## config.mk

```make
export PLATFORM = sky130hd
export DESIGN_NAME = ramb16_s4_ctrl
export DESIGN_NICKNAME = d
export VERILOG_FILES = /design/src/rtl/ramb16_s4_ctrl_pkg.sv /design/src/rtl/ramb16_s4_ctrl_rspq.sv /design/src/rtl/ramb16_s4_ctrl.sv
export SDC_FILE = /design/constraint.sdc
export NUM_CORES = 1
export LEC_CHECK = 0
export BUFFER_PORTS_ARGS = -buffer_cell sky130_fd_sc_hd__clkbuf_2
export CORE_AREA = 2 2 78 80
export DETAILED_ROUTE_END_ITERATION = 8
export DIE_AREA = 0 0 80 82
export HOLD_SLACK_MARGIN = 0.15
export PLACE_DENSITY_LB_ADDON = 0.12
export SYNTH_ARGS = -nofsm -noshare
export SYNTH_HDL_FRONTEND = slang
export SYNTH_SLANG_ARGS = --single-unit
export TNS_END_PERCENT = 20
```

## constraint.sdc

```tcl
create_clock -name clk_i -period 2.2 [get_ports clk_i]
set_input_delay 0.11 -clock clk_i [delete_from_list [all_inputs] [get_ports clk_i]]
set_output_delay 0.11 -clock clk_i [all_outputs]
set_load 0.01 [all_outputs]
```

## src/rtl/ramb16_s4_ctrl_pkg.sv

```systemverilog
// Shared sizes, RAM port bundle and fill FSM state for the RAMB16 S4 port controller.
package ramb16_s4_ctrl_pkg;
   localparam int ADDR_W     = 12;
   localparam int DATA_W     = 4;
   localparam int DEPTH      = 4096;
   localparam int RSPQ_DEPTH = 4;
   localparam int CNT_W      = $clog2(RSPQ_DEPTH + 1);

   typedef enum logic {
      IDLE = 1'b0,
      FILL = 1'b1
   } fill_state_e;

   typedef struct packed {
      logic              en;
      logic              we;
      logic [ADDR_W-1:0] addr;
      logic [DATA_W-1:0] di;
   } ram_port_t;
endpackage

```

## src/rtl/ramb16_s4_ctrl_rspq.sv

```systemverilog
// In-order read-response queue, RSPQ_DEPTH entries, registered storage and head.
// Latency: pushed data is visible at the head the cycle after the push.
// Backpressure: none internally; the caller's credit rule keeps pushes within capacity.
module ramb16_s4_ctrl_rspq
   import ramb16_s4_ctrl_pkg::*;
(
   input  logic              clk_i,
   input  logic              rst_i,
   input  logic              push_i,
   input  logic [DATA_W-1:0] push_dat_i,
   input  logic              pop_i,
   output logic [CNT_W-1:0]  count_o,
   output logic [DATA_W-1:0] head_dat_o
);
   localparam int PTR_W = $clog2(RSPQ_DEPTH);

   logic [DATA_W-1:0] mem_q [RSPQ_DEPTH];
   logic [PTR_W-1:0]  wr_ptr_q, rd_ptr_q;
   logic [CNT_W-1:0]  count_q;

   always_ff @(posedge clk_i) begin
      if (rst_i) begin
         for (int i = 0; i < RSPQ_DEPTH; i++) mem_q[i] <= '0;
         wr_ptr_q <= '0;
         rd_ptr_q <= '0;
         count_q  <= '0;
      end else begin
         if (push_i) begin
            mem_q[wr_ptr_q] <= push_dat_i;
            wr_ptr_q        <= wr_ptr_q + 1'b1;
         end
         if (pop_i) rd_ptr_q <= rd_ptr_q + 1'b1;
         // A simultaneous push and pop leaves the occupancy unchanged, even when full.
         if (push_i && !pop_i)      count_q <= count_q + 1'b1;
         else if (pop_i && !push_i) count_q <= count_q - 1'b1;
      end
   end

   assign count_o    = count_q;
   assign head_dat_o = mem_q[rd_ptr_q];

   a_no_overflow: assert property (@(posedge clk_i) disable iff (rst_i)
      !(push_i && !pop_i && (int'(count_q) == RSPQ_DEPTH)));
   a_no_underflow: assert property (@(posedge clk_i) disable iff (rst_i)
      !(pop_i && (count_q == '0)));
endmodule

```

## src/rtl/ramb16_s4_ctrl.sv

```systemverilog
// RAMB16 S4 port controller: request stream to EN/WE/ADDR/DI, in-order read responses; fill engine if RAMB16_S4_CTRL_FILL_EN.
// Latency: read response 2 cycles after accept (empty queue); write commits 1 cycle after accept.
// Backpressure: REQ_READY low while filling or when queued plus in-flight reads reach RSPQ_DEPTH.
module ramb16_s4_ctrl
   import ramb16_s4_ctrl_pkg::*;
#(
   parameter logic [DATA_W-1:0] FILL_VAL = 4'h0
) (
   input  logic              clk_i,
   input  logic              rst_i,
   input  logic              req_vld_i,
   output logic              req_rdy_o,
   input  logic              req_we_i,
   input  logic [ADDR_W-1:0] req_addr_i,
   input  logic [DATA_W-1:0] req_dat_i,
   output logic              rsp_vld_o,
   input  logic              rsp_rdy_i,
   output logic [DATA_W-1:0] rsp_dat_o,
   output logic              ram_en_o,
   output logic              ram_we_o,
   output logic              ram_ssr_o,
   output logic [ADDR_W-1:0] ram_addr_o,
   output logic [DATA_W-1:0] ram_di_o,
   input  logic [DATA_W-1:0] ram_do_i,
   input  logic              fill_start_i,
   output logic              fill_busy_o
);
   ram_port_t         port_q, port_d;
   logic              rd_p1_q, rd_p1_d, rd_p2_q;
   logic [CNT_W-1:0]  q_count;
   logic              credit_ok, req_acc, rsp_pop;
   logic              fill_wr;
   logic [ADDR_W-1:0] fill_addr;

   assign credit_ok = (int'(q_count) + int'(rd_p1_q) + int'(rd_p2_q)) < RSPQ_DEPTH;

`ifdef RAMB16_S4_CTRL_FILL_EN
   localparam logic [ADDR_W-1:0] LAST_ADDR = ADDR_W'(DEPTH - 1);

   fill_state_e       state_q, state_d;
   logic [ADDR_W-1:0] fill_cnt_q, fill_cnt_d;

   always_ff @(posedge clk_i) begin
      if (rst_i) begin
         state_q    <= IDLE;
         fill_cnt_q <= '0;
      end else begin
         state_q    <= state_d;
         fill_cnt_q <= fill_cnt_d;
      end
   end

   // fill_cnt_q is the address being written in the current cycle.
   always_comb begin
      state_d    = state_q;
      fill_cnt_d = fill_cnt_q;
      if (state_q == IDLE) begin
         if (fill_start_i) begin
            state_d    = FILL;
            fill_cnt_d = '0;
         end
      end else if (fill_cnt_q == LAST_ADDR) begin
         state_d = IDLE;
      end else begin
         fill_cnt_d = fill_cnt_q + 1'b1;
      end
   end

   assign fill_wr     = (state_d == FILL);
   assign fill_addr   = fill_cnt_d;
   assign fill_busy_o = (state_q == FILL);
   assign req_rdy_o   = !fill_busy_o && !fill_start_i && credit_ok;
`else
   logic unused_fill_start;
   assign unused_fill_start = fill_start_i;
   assign fill_wr           = 1'b0;
   assign fill_addr         = '0;
   assign fill_busy_o       = 1'b0;
   assign req_rdy_o         = credit_ok;
`endif

   assign req_acc = req_vld_i && req_rdy_o;

   always_comb begin
      port_d    = port_q;
      port_d.en = 1'b0;
      port_d.we = 1'b0;
      rd_p1_d   = 1'b0;
      if (req_acc) begin
         port_d  = '{en: 1'b1, we: req_we_i, addr: req_addr_i, di: req_dat_i};
         rd_p1_d = !req_we_i;
      end else if (fill_wr) begin
         port_d  = '{en: 1'b1, we: 1'b1, addr: fill_addr, di: FILL_VAL};
      end
   end

   always_ff @(posedge clk_i) begin
      if (rst_i) begin
         port_q  <= '0;
         rd_p1_q <= 1'b0;
         rd_p2_q <= 1'b0;
      end else begin
         port_q  <= port_d;
         rd_p1_q <= rd_p1_d;
         rd_p2_q <= rd_p1_q;
      end
   end

   assign rsp_vld_o = (q_count != '0);
   assign rsp_pop   = rsp_vld_o && rsp_rdy_i;

   ramb16_s4_ctrl_rspq u_rspq (
      .clk_i      (clk_i),
      .rst_i      (rst_i),
      .push_i     (rd_p2_q),
      .push_dat_i (ram_do_i),
      .pop_i      (rsp_pop),
      .count_o    (q_count),
      .head_dat_o (rsp_dat_o)
   );

   assign ram_en_o   = port_q.en;
   assign ram_we_o   = port_q.we;
   assign ram_ssr_o  = 1'b0;
   assign ram_addr_o = port_q.addr;
   assign ram_di_o   = port_q.di;
endmodule

```

==> impl_metrics.yaml <==
run_status:
  status: "complete, no violations"
global_routing:
  grt_busiest_layer: "met2"
  grtUsageMet2_pct: 21.58
  grt_pass1_vias: 1417
  antenna_found_initial: 0
  grt_start_max_net_pins: 30
  grt_pass1_wl_um: 6430
  overflow: 0
  grt_use_met3_pct: 3.956
  met1_usage_pct: 15.37
  track_usage_pct: 12.79
logic_synthesis:
  ys_seq_elements: 45
  synth.area.top_cells: "dfxtp_1 30%, edfxtp_1 25%, nand2b_1 11%"
  yosysMostFrequentCell: "nand2b_1"
  yosysTopAreaCell: "dfxtp_1"
  synth_common_cells: "34 x nand2b_1, 29 x dfxtp_1, 17 x mux2i_1"
  yosys.area.top_type_share_pct: 29.63
  synth_flop_cell: "dfxtp_1"
  synth_warnings: 0
  yosysSeqAreaShare_pct: 54.15
  yosysUniqueCellTypes: 35
  syn_inst: 169
  synth-edff-count: 16
  netlist_area_um2: 1959
  avgSynthCellArea_um2: 11.59
  async_reset_ff_share_pct: 0
routing:
  drtIter0Drc: 69
  postRouteAntennaNets: 0
  routed_via_density: 4.355
  firstDrtPassIters: 4
  totalWireLength_um: 3720
  drcViolationCount: 0
  wl_per_cell_um: 11.70
  vias: 1385
sta:
  fin_skew_ns: 0.007849
  slew_viol_final: 0
  setup_viol_count_final: 0
  rsz0062_at_grt: "no"
  hold_viol: 0
  period_minus_slack_ns: 1.973
  fmax_mhz: 506.9
  whs_ns: 0.1678
  finalSetupTns_ns: 0
  min_period_over_period_pct: 89.67
critical_path:
  crit_fanout: 6
  critPathSlowestCell: "dfxtp_1"
  worst_setup_path_end_kind: "register"
  critPathKind: "reg -> reg"
  cp.arrival_ns: 2.19
  start_kind: "register"
  path_buf_inv: 1
  ff2ff_setup_slack_ns: 0.23
  path_cells: "o31ai_4 > ha_1 > inv_1 > fa_1 > xor2_1 > or3_1 > a21oi_1"
  r2r-start: "u_rspq.count_o[2]$_SDFFE_PP0P_"
  cp_data_required_time_ns: 2.42
  crit_family: "adder cells"
  critPathLaunch: "u_rspq.count_o[2]$_SDFFE_PP0P_"
  worst_path_largest_cell_delay_ns: 0.37
cells_and_area:
  layout.nets: 272
  area_delta_synth_final_pct: 32.89
  fill_cells: 574
  layout-drive-gt1-share_pct: 28.81
  fin_util_pct: 45.32
  diodes: 0
power:
  vdd_drop_max_uv: 421.7
  power_density_nw_per_um2: 861.8
  p_leak_nw: 1.135
floorplan:
  row_count: 28
  core_um2: 5746
  die_h_um: 82
  dieArea_um2: 6560
  die-width_um: 80
  io_pins: 52
  initial_utilization_pct: 34.10
worst_hold_path:
  min-delay-start: "rsp_rdy_i"
  hold_class: "in -> reg"
cts:
  cts.sinks: 45
  cts_tree: "built"
  clock_latency_ns: 0.29
  numCtsBuffers: 5
  cts-root-buf: "clkbuf_8"
  clock_path_buffers: 2
  htree_levels: 2
  path_clk_slew_ns: 0.08
flow_run:
  maxCapViolations: 0
place:
  hpwl_um: 2641
  io_buffers: 48
  place_congestion: 0.7109
## cell type report
cell class                 instances  area (um2)  share of cell area [%]
sequential                        45        1061                   40.75
clock buffer                       5       68.82                   2.643
tap                               75       93.84                   3.604
timing repair buffer              75       495.5                   19.03
inverter                           6       22.52                  0.8650
clock inverter                     2       35.03                   1.346
multi-input combinational        110       827.0                   31.76
## report_power, final
part | total, mW | internal, mW | switching, mW
Sequential | 1.04 | 0.965 | 0.0791
Combinational | 0.608 | 0.321 | 0.287
Clock | 0.592 | 0.330 | 0.262
Total | 2.24 | 1.62 | 0.628
## cells by family (layout without fill, tap and decap cells)
family,Yosys count,after routing,synth area share [%]
DFF,45,45,54.15
AOI/OAI and AO/OA,8,8,2.810
xor gates and xnor gates,6,6,2.682
buffers and inverters,15,88,4.533
other,1,2,0.1914
muxes,21,21,13.28
and+or+nand+nor,70,70,20.05
adders and majority gates,3,3,2.299
## worst paths after layout
check                                    to  cells past startpoint
min                                register                      4
max          u_rspq.count_o[2]$_SDFFE_PP0P_                      7
min reg2reg              rd_p2_q$_SDFF_PP0_                      1
max reg2reg  u_rspq.count_o[2]$_SDFFE_PP0P_                      7
## cell usage in the layout, fill, tap and decap left out, drive strengths merged, types with 2 or more instances in the layout
cell	n
and2	5
buf	6
ha	2
o21bai	2
or3	2
nand2	5
dfxtp	29
conb	2
edfxtp	16
mux4	4
nor2b	3
xor2	5
dlygate4sd3	21
inv	6
nand2b	34
nor2	15
mux2i	17
clkbuf	53
a21oi	2
## flip-flops by register name (all words and copies together), names as in the netlist, named ones only
register	count
u_rspq.rd_ptr_q	2
ram_di_o	4
u_rspq.mem_q	16
ram_en_o	1
ram_addr_o	12
rd_p1_q	1
rd_p2_q	1
ram_we_o	1
u_rspq.count_o	3
u_rspq.wr_ptr_q	2
## worst reg2reg max path: cells and delay by family, from the launching register on
family	cells	cell delay, ns
buffers and inverters	1	0.06
DFF	1	0.37
adders and majority gates	2	0.59
AOI/OAI and AO/OA	2	0.43
and+or+nand+nor	1	0.30
xor gates and xnor gates	1	0.16
## repair_timing
action	4_1_cts	5_1_grt
endpoints found under the setup margin	0	1
resized for setup	0	2
hold buffers	21	0
endpoints found under the hold margin	25	0
buffers inserted	0	0
## layer usage
metal	share of wire [%]	routed length (um)	up-vias
li1	-	-	707
met1	45	1664	637
met2	49	1824	34
met3	4.8	179	7
met4	1.4	52	0
met5	0	0	-
## per-stage QoR
stage / area (um2) / setup slack, ns / cells / power (mW)
after detailed placement: 2276 / 0.1213 / 290 / 1.632
after global placement: 2276 / 0.1699 / 290 / 1.633
after floorplan: 1963 / 0.2337 / 170 / 1.456
after global routing: 2604 / 0.04896 / 318 / 2.397
after CTS: 2590 / 0.09385 / 318 / 2.263
final: 2604 / 0.2274 / 318 / 2.244
Note: power is estimated with default switching activity, not from simulation.
